`config.mk`:
```
export PLATFORM = sky130hd
export DESIGN_NAME = p4_wb_scheduler_flat
export DESIGN_NICKNAME = d
export VERILOG_FILES = /design/src/rtl/p4_wb_scheduler_if.sv /design/src/rtl/p4_wb_scheduler.sv /design/src/flat_wrapper.sv
export SDC_FILE = /design/constraint.sdc
export NUM_CORES = 1
export LEC_CHECK = 0
export CAP_MARGIN = 20
export CORE_AREA = 2 2 104 106
export CTS_CLUSTER_DIAMETER = 100
export CTS_CLUSTER_SIZE = 14
export DETAILED_ROUTE_END_ITERATION = 8
export DIE_AREA = 0 0 106 108
export PLACE_DENSITY = 0.83
export SYNTH_ARGS = -nofsm -noshare
export SYNTH_HDL_FRONTEND = slang
export SYNTH_SLANG_ARGS = --single-unit
```
`constraint.sdc`:
```
create_clock -name clock -period 2.5 [get_ports clock]
set_input_delay 0.75 -clock clock [delete_from_list [all_inputs] [get_ports clock]]
set_output_delay 0.75 -clock clock [all_outputs]
set_load 0.02 [all_outputs]
```
`src/rtl/p4_wb_scheduler_if.sv`:
```
// Writeback scheduler bus: MEM/WB writeback, multi-cycle result handshake,
// MEM/WB stall and the register-file write port.
interface p4_wb_scheduler_if;
  logic [2:0]  pipe_type;
  logic [31:0] pipe_data;
  logic [4:0]  pipe_rd;
  logic        mc_valid;
  logic [31:0] mc_data;
  logic [4:0]  mc_rd;
  logic        mc_ready;
  logic        stall_out;
  logic        rf_we;
  logic [4:0]  rf_waddr;
  logic [31:0] rf_wdata;

  // Pipeline / multi-cycle unit / register file side
  modport master (
    output pipe_type, pipe_data, pipe_rd, mc_valid, mc_data, mc_rd,
    input  mc_ready, stall_out, rf_we, rf_waddr, rf_wdata
  );

  // Scheduler side
  modport slave (
    input  pipe_type, pipe_data, pipe_rd, mc_valid, mc_data, mc_rd,
    output mc_ready, stall_out, rf_we, rf_waddr, rf_wdata
  );
endinterface

```
`src/rtl/p4_wb_scheduler.sv`:
```
// Register-file write-port scheduler. MEM/WB writeback has priority; a blocked
// multi-cycle result waits in a one-entry buffer, and after MAX_WAIT blocked
// cycles MEM/WB is stalled for one cycle so the buffered result can retire.
module p4_wb_scheduler #(
  parameter int unsigned MAX_WAIT = 4,
  parameter logic [7:0]  WB_MASK  = 8'h3F
) (
  input  logic              clock,
  input  logic              reset,
  p4_wb_scheduler_if.slave  bus
);

  localparam int unsigned CNT_W = (MAX_WAIT < 2) ? 1 : $clog2(MAX_WAIT + 1);
  localparam logic [CNT_W-1:0] CNT_MAX  = CNT_W'(MAX_WAIT);
  localparam logic [CNT_W-1:0] CNT_LAST = CNT_W'(MAX_WAIT - 1);

  // IDLE: buffer empty; PEND: buffer holds a blocked result; FORCE: stall cycle
  typedef enum logic [1:0] {IDLE = 2'd0, PEND = 2'd1, FORCE = 2'd2} state_t;

  state_t            state_q, state_d;
  logic [CNT_W-1:0]  wait_cnt_q, wait_cnt_d;
  logic [4:0]        buf_rd_q, buf_rd_d;
  logic [31:0]       buf_data_q, buf_data_d;
  logic              rf_we_q, rf_we_d;
  logic [4:0]        rf_waddr_q, rf_waddr_d;
  logic [31:0]       rf_wdata_q, rf_wdata_d;

  logic pipe_wr;
  logic mc_ready_int;
  logic mc_wr;

  assign pipe_wr = WB_MASK[bus.pipe_type] && (bus.pipe_rd != 5'd0);
  // A taken result aimed at x0 is accepted but never written or buffered
  assign mc_wr   = bus.mc_valid && mc_ready_int && (bus.mc_rd != 5'd0);

  // State register, buffer and registered write port
  always_ff @(posedge clock) begin
    if (!reset) begin
      state_q    <= IDLE;
      wait_cnt_q <= '0;
      buf_rd_q   <= '0;
      buf_data_q <= '0;
      rf_we_q    <= 1'b0;
      rf_waddr_q <= '0;
      rf_wdata_q <= '0;
    end else begin
      state_q    <= state_d;
      wait_cnt_q <= wait_cnt_d;
      buf_rd_q   <= buf_rd_d;
      buf_data_q <= buf_data_d;
      rf_we_q    <= rf_we_d;
      rf_waddr_q <= rf_waddr_d;
      rf_wdata_q <= rf_wdata_d;
    end
  end

  // Next state and write selection for the coming edge
  always_comb begin
    state_d    = state_q;
    wait_cnt_d = wait_cnt_q;
    buf_rd_d   = buf_rd_q;
    buf_data_d = buf_data_q;
    rf_we_d    = 1'b0;
    rf_waddr_d = rf_waddr_q;
    rf_wdata_d = rf_wdata_q;
    case (state_q)
      IDLE: begin
        if (pipe_wr) begin
          rf_we_d    = 1'b1;
          rf_waddr_d = bus.pipe_rd;
          rf_wdata_d = bus.pipe_data;
          // Same rd: the younger pipeline write makes the result obsolete
          if (mc_wr && (bus.mc_rd != bus.pipe_rd)) begin
            buf_rd_d   = bus.mc_rd;
            buf_data_d = bus.mc_data;
            wait_cnt_d = CNT_W'(1);
            state_d    = PEND;
          end
        end else if (mc_wr) begin
          rf_we_d    = 1'b1;
          rf_waddr_d = bus.mc_rd;
          rf_wdata_d = bus.mc_data;
        end
      end
      PEND: begin
        if (!pipe_wr) begin
          rf_we_d    = 1'b1;
          rf_waddr_d = buf_rd_q;
          rf_wdata_d = buf_data_q;
          wait_cnt_d = '0;
          state_d    = IDLE;
        end else begin
          rf_we_d    = 1'b1;
          rf_waddr_d = bus.pipe_rd;
          rf_wdata_d = bus.pipe_data;
          if (bus.pipe_rd == buf_rd_q) begin
            wait_cnt_d = '0;
            state_d    = IDLE;
          end else begin
            if (wait_cnt_q < CNT_MAX) begin
              wait_cnt_d = wait_cnt_q + CNT_W'(1);
            end
            if (wait_cnt_q >= CNT_LAST) begin
              state_d = FORCE;
            end
          end
        end
      end
      FORCE: begin
        // MEM/WB is held this cycle, so its contents are re-presented next cycle
        rf_we_d    = 1'b1;
        rf_waddr_d = buf_rd_q;
        rf_wdata_d = buf_data_q;
        wait_cnt_d = '0;
        state_d    = IDLE;
      end
      default: begin
        wait_cnt_d = '0;
        state_d    = IDLE;
      end
    endcase
  end

  // Moore handshake outputs; ready is also held low while reset is asserted
  always_comb begin
    mc_ready_int  = reset && (state_q == IDLE);
    bus.mc_ready  = mc_ready_int;
    bus.stall_out = (state_q == FORCE);
  end

  assign bus.rf_we    = rf_we_q;
  assign bus.rf_waddr = rf_waddr_q;
  assign bus.rf_wdata = rf_wdata_q;

endmodule

```
`src/flat_wrapper.sv`:
```
// flat-port wrapper written by rule: the top's interface ports become plain ports
module p4_wb_scheduler_flat 
#(
  parameter int unsigned MAX_WAIT = 4,
  parameter logic [7:0]  WB_MASK  = 8'h3F
)
  (clock, reset, bus_pipe_type, bus_pipe_data, bus_pipe_rd, bus_mc_valid, bus_mc_data, bus_mc_rd, bus_mc_ready, bus_stall_out, bus_rf_we, bus_rf_waddr, bus_rf_wdata);
  p4_wb_scheduler_if bus_i ();
  input  logic clock;
  input  logic reset;
  input wire logic [$bits(bus_i.pipe_type)-1:0] bus_pipe_type;
  input wire logic [$bits(bus_i.pipe_data)-1:0] bus_pipe_data;
  input wire logic [$bits(bus_i.pipe_rd)-1:0] bus_pipe_rd;
  input wire logic [$bits(bus_i.mc_valid)-1:0] bus_mc_valid;
  input wire logic [$bits(bus_i.mc_data)-1:0] bus_mc_data;
  input wire logic [$bits(bus_i.mc_rd)-1:0] bus_mc_rd;
  output wire logic [$bits(bus_i.mc_ready)-1:0] bus_mc_ready;
  output wire logic [$bits(bus_i.stall_out)-1:0] bus_stall_out;
  output wire logic [$bits(bus_i.rf_we)-1:0] bus_rf_we;
  output wire logic [$bits(bus_i.rf_waddr)-1:0] bus_rf_waddr;
  output wire logic [$bits(bus_i.rf_wdata)-1:0] bus_rf_wdata;
  assign bus_i.pipe_type = bus_pipe_type;
  assign bus_i.pipe_data = bus_pipe_data;
  assign bus_i.pipe_rd = bus_pipe_rd;
  assign bus_i.mc_valid = bus_mc_valid;
  assign bus_i.mc_data = bus_mc_data;
  assign bus_i.mc_rd = bus_mc_rd;
  assign bus_mc_ready = bus_i.mc_ready;
  assign bus_stall_out = bus_i.stall_out;
  assign bus_rf_we = bus_i.rf_we;
  assign bus_rf_waddr = bus_i.rf_waddr;
  assign bus_rf_wdata = bus_i.rf_wdata;
  p4_wb_scheduler #(.MAX_WAIT(MAX_WAIT), .WB_MASK(WB_MASK)) u_core (.clock(clock), .reset(reset), .bus(bus_i));
endmodule
```
==> flow_summary.yaml <==
outcome:
  status: "finished, violations left"
  violations: "negative setup slack"
cells_and_area:
  fin_nets: 668
  seqCellArea_sq_mm: 0.00160
  area_growth_pct: 44.0
  fin_area_sq_mm: 0.00639
  fin_cells: 720
  drive_above_1_share_pct: 23.1
  diodes: 0
  final_util_pct: 62.5
  nFillCells: 833
  multi_input_area_sq_mm: 0.00268
critical_path:
  r2r_end: "u_core.wait_cnt_q[1]$_SDFFE_PN0P_"
  cp_slowest_cell: "clkdlybuf4s50_1"
  cpPeakStageDelay_ns: 0.62
  reg2reg_slack_ns: 0.19
  path_buf_inv: 4
  cpLargestDelayFamily: "buffers and inverters"
  cp_max_fo: 3
  rr_worst_depth: 8
  required_ns: 2.73
  worst_setup_path_start_kind: "primary input"
  cp_data_arrival_time_ns: 2.73
  crit_start: "bus_pipe_rd[4]"
  timing.rr.start: "u_core.state_q[1]$_SDFFE_PN0P_"
  end_kind: "flop"
  crit_chain: "clkdlybuf4s50_1 > xor2_1 > nor2_1 > a2111o_2 > buf_12 > buf_6 > buf_4 > nand4_1 > o311ai_2"
  critPathKind: "in -> reg"
yosys:
  synth_top_family_by_area: "compound AO/OA/AOI/OAI gates"
  synth.cell_area_sq_mm: 0.00444
  async_reset_ff_share_pct: 0
  netlist_instances: 444
  yosys_warnings: 0
  synth.net_count: 531
  synth_ff_type: "dfxtp_1"
  synthAdderAreaFrac_pct: 1.97
  synth_xor_area_share_pct: 1.97
  ys_types: 46
  synth.avg_cell_area_sq_um: 10.0
  ys_seq_elements: 80
  synth-compound-area-share_pct: 24.2
  yosys.area_share.simple_pct: 11.1
  yosys-mux-area-fraction_pct: 19.2
  synth_edf_count: 0
  yosysSeqAreaShare_pct: 36.1
cts:
  hold_buffers: 0
  cts_inserted_buffers: 9
  htree_levels: 3
  clockRootBuffer: "clkbuf_8"
  clk_path_buf_depth: 2
  cts_tree: "yes"
  clkTransAtPathRegs_ns: 0.08
  cts_sinks: 80
  insertion_delay_ns: 0.36
placed_design:
  post-place-ws_ns: -0.460
  dp.cells: 697
  place_hpwl_um: 8300
  gp_congestion: 0.863
  io_buffers: 118
  dpl-instance-area_sq_mm: 0.00595
sta:
  setup_ws_ns: -0.00408
  hold_slack_ns: 0.459
  max_freq_mhz: 399
  timing.final.crit_share_pct: 100
  worst_pin_slew_ns: 0.462
  tns_ns: -0.00408
  skew_ns: 0.0104
  fin_crit_ns: 2.50
  slew_headroom_pct: 69.2
  setup-violations-final: 1
  slew_violations: 0
  hold_viol: 0
detailed_routing:
  ant_nets: 0
  wl_met3_um: 560
  routed_wl_um: 12400
  drt-met1-wl_um: 5480
  drt-vias-per-instance: 5.50
  drtIter0Drc: 249
  drcViolationCount: 0
  dr.max_layer_used: "met4"
  route.vias.total: 3962
  post_drt_wl_per_cell_um: 17.2
  first_pass_iters: 5
  dr_wl_met2_um: 6210
global_routing:
  overflow: 0
  grt_pass1_vias: 3998
  grt_max_degree: 53
  gr-usage-all-layers_pct: 20.8
  grt_antenna_before_repair: 0
  grt_pass1_wl_um: 19200
die:
  io_pins: 120
  die_h_um: 108
  initial_core_util_pct: 43.4
  die_area_sq_mm: 0.0114
  coreArea_sq_mm: 0.0102
  row_count: 37
  die_x_um: 106
pwr:
  leakage_nw: 2.72
  powerDensity_mw_per_mm2: 744
  ir_drop_uv: 334
  p_total_mw: 4.76
hold_path:
  hold_path.class: "reg -> reg"
  holdPathStages: 2
  worstHoldStart: "u_core.buf_data_q[0]$_SDFFE_PN0P_"
  holdPathEnd: "u_core.bus.rf_wdata[0]$_SDFFE_PN0P_"
run:
  drv_cap: 0
-- cell families after synthesis --
kind of cell	count (synthesis)
AO/OA/AOI/OAI	138
AND/OR/NAND/NOR	96
flip-flops	80
multiplexers	70
buffers and inverters	43
XOR/XNOR	10
adder cells (fa/ha/maj)	7
-- cell type report --
| class | count | area share (%) |
|---|---|---|
| clock buffer | 10 | 2.00 |
| tap | 136 | 2.66 |
| timing repair buffer | 163 | 26.5 |
| multi-input combinational | 322 | 42.0 |
| sequential | 80 | 25.0 |
| inverter | 5 | 0.294 |
| clock inverter | 4 | 1.49 |
-- placed cells by master, fill, tap and decap left out, drive strengths merged, types with 2 or more instances in the layout --
master,n
a2111o,2
a21boi,2
a21oi,4
a221o,3
a221oi,3
a22o,2
a22oi,35
a31oi,37
and2,5
buf,44
bufinv,3
clkbuf,12
clkdlybuf4s50,107
dfxtp,80
dlymetal6s2s,9
ha,7
inv,5
mux2,32
mux2i,38
nand2,42
nand4,2
nor2b,37
nor3,4
o21a,5
o21ai,36
o221a,3
or4,2
xnor2,3
xor2,7
-- metal layers --
layer  up-vias  GRT usage, %
met5         -             0
met1      1926          25.1
met4         0          6.86
li1       1910             -
met2       117          36.9
met3         9          4.28
-- cell usage after synthesis (2+ instances only) --
master | instances | area share, %
dfxtp_1 | 80 | 36
nand2_1 | 42 | 3.6
mux2i_1 | 38 | 8.6
nor2b_1 | 37 | 5.2
a31oi_1 | 36 | 5.1
o21ai_0 | 35 | 3.9
mux2_4 | 30 | 10
a22oi_2 | 25 | 7.0
clkbuf_1 | 17 | 1.4
a22oi_1 | 10 | 1.7
buf_6 | 9 | 2.3
ha_1 | 7 | 2.0
xor2_1 | 7 | 1.4
buf_2 | 6 | 0.68
and2_1 | 5 | 0.70
a21oi_1 | 4 | 0.45
buf_1 | 4 | 0.34
inv_1 | 4 | 0.34
nor3_1 | 4 | 0.45
o21a_1 | 4 | 0.68
a221o_1 | 3 | 0.68
a221oi_1 | 3 | 0.59
o221a_2 | 3 | 0.76
xnor2_1 | 3 | 0.59
a21boi_0 | 2 | 0.34
a22o_1 | 2 | 0.39
buf_4 | 2 | 0.34
mux2_2 | 2 | 0.51
nand4_1 | 2 | 0.28
or4_1 | 2 | 0.34
-- tightest hold or removal path: cells and delay by family (launching register included) --
kind / cells / cell delay [ns]
flip-flops: 1 / 0.31
AO/OA/AOI/OAI: 1 / 0.07
AND/OR/NAND/NOR: 1 / 0.05
-- registers in the layout (all words and copies together) (netlist names) --
register             flops
u_core.wait_cnt_q        3
u_core.state_q           2
u_core.buf_data_q       32
u_core.bus.rf_we         1
u_core.bus.rf_wdata     32
u_core.buf_rd_q          5
u_core.bus.rf_waddr      5
-- how the worst max path moves through the flow --
stage | depth (start not counted) | slack [ns] | end
floorplan | 7 | 0.09 | u_core.bus.rf_wdata[6]$_SDFFE_PN0P_
global placement | 8 | -0.41 | u_core.state_q[0]$_SDFFE_PN0P_
detailed placement | 8 | -0.46 | u_core.state_q[0]$_SDFFE_PN0P_
CTS | 4 | 0.006 | bus_mc_ready
global route | 9 | -0.06 | u_core.buf_rd_q[4]$_SDFFE_PN0P_
finish | 9 | -0.004 | u_core.wait_cnt_q[1]$_SDFFE_PN0P_
-- power breakdown --
part / switching [mW] / internal (mW) / total, mW
Combinational: 1.03 / 1.01 / 2.03
Clock: 0.464 / 0.652 / 1.12
Sequential: 0.120 / 1.49 / 1.61
-- repair_timing --
item	in CTS	in global routing
pin swaps	2	6
cloned	0	3
resized for setup	7	20
endpoints found under the setup margin	56	55
setup buffers	1	5
No activity file was read; power rests on OpenSTA's default activity.
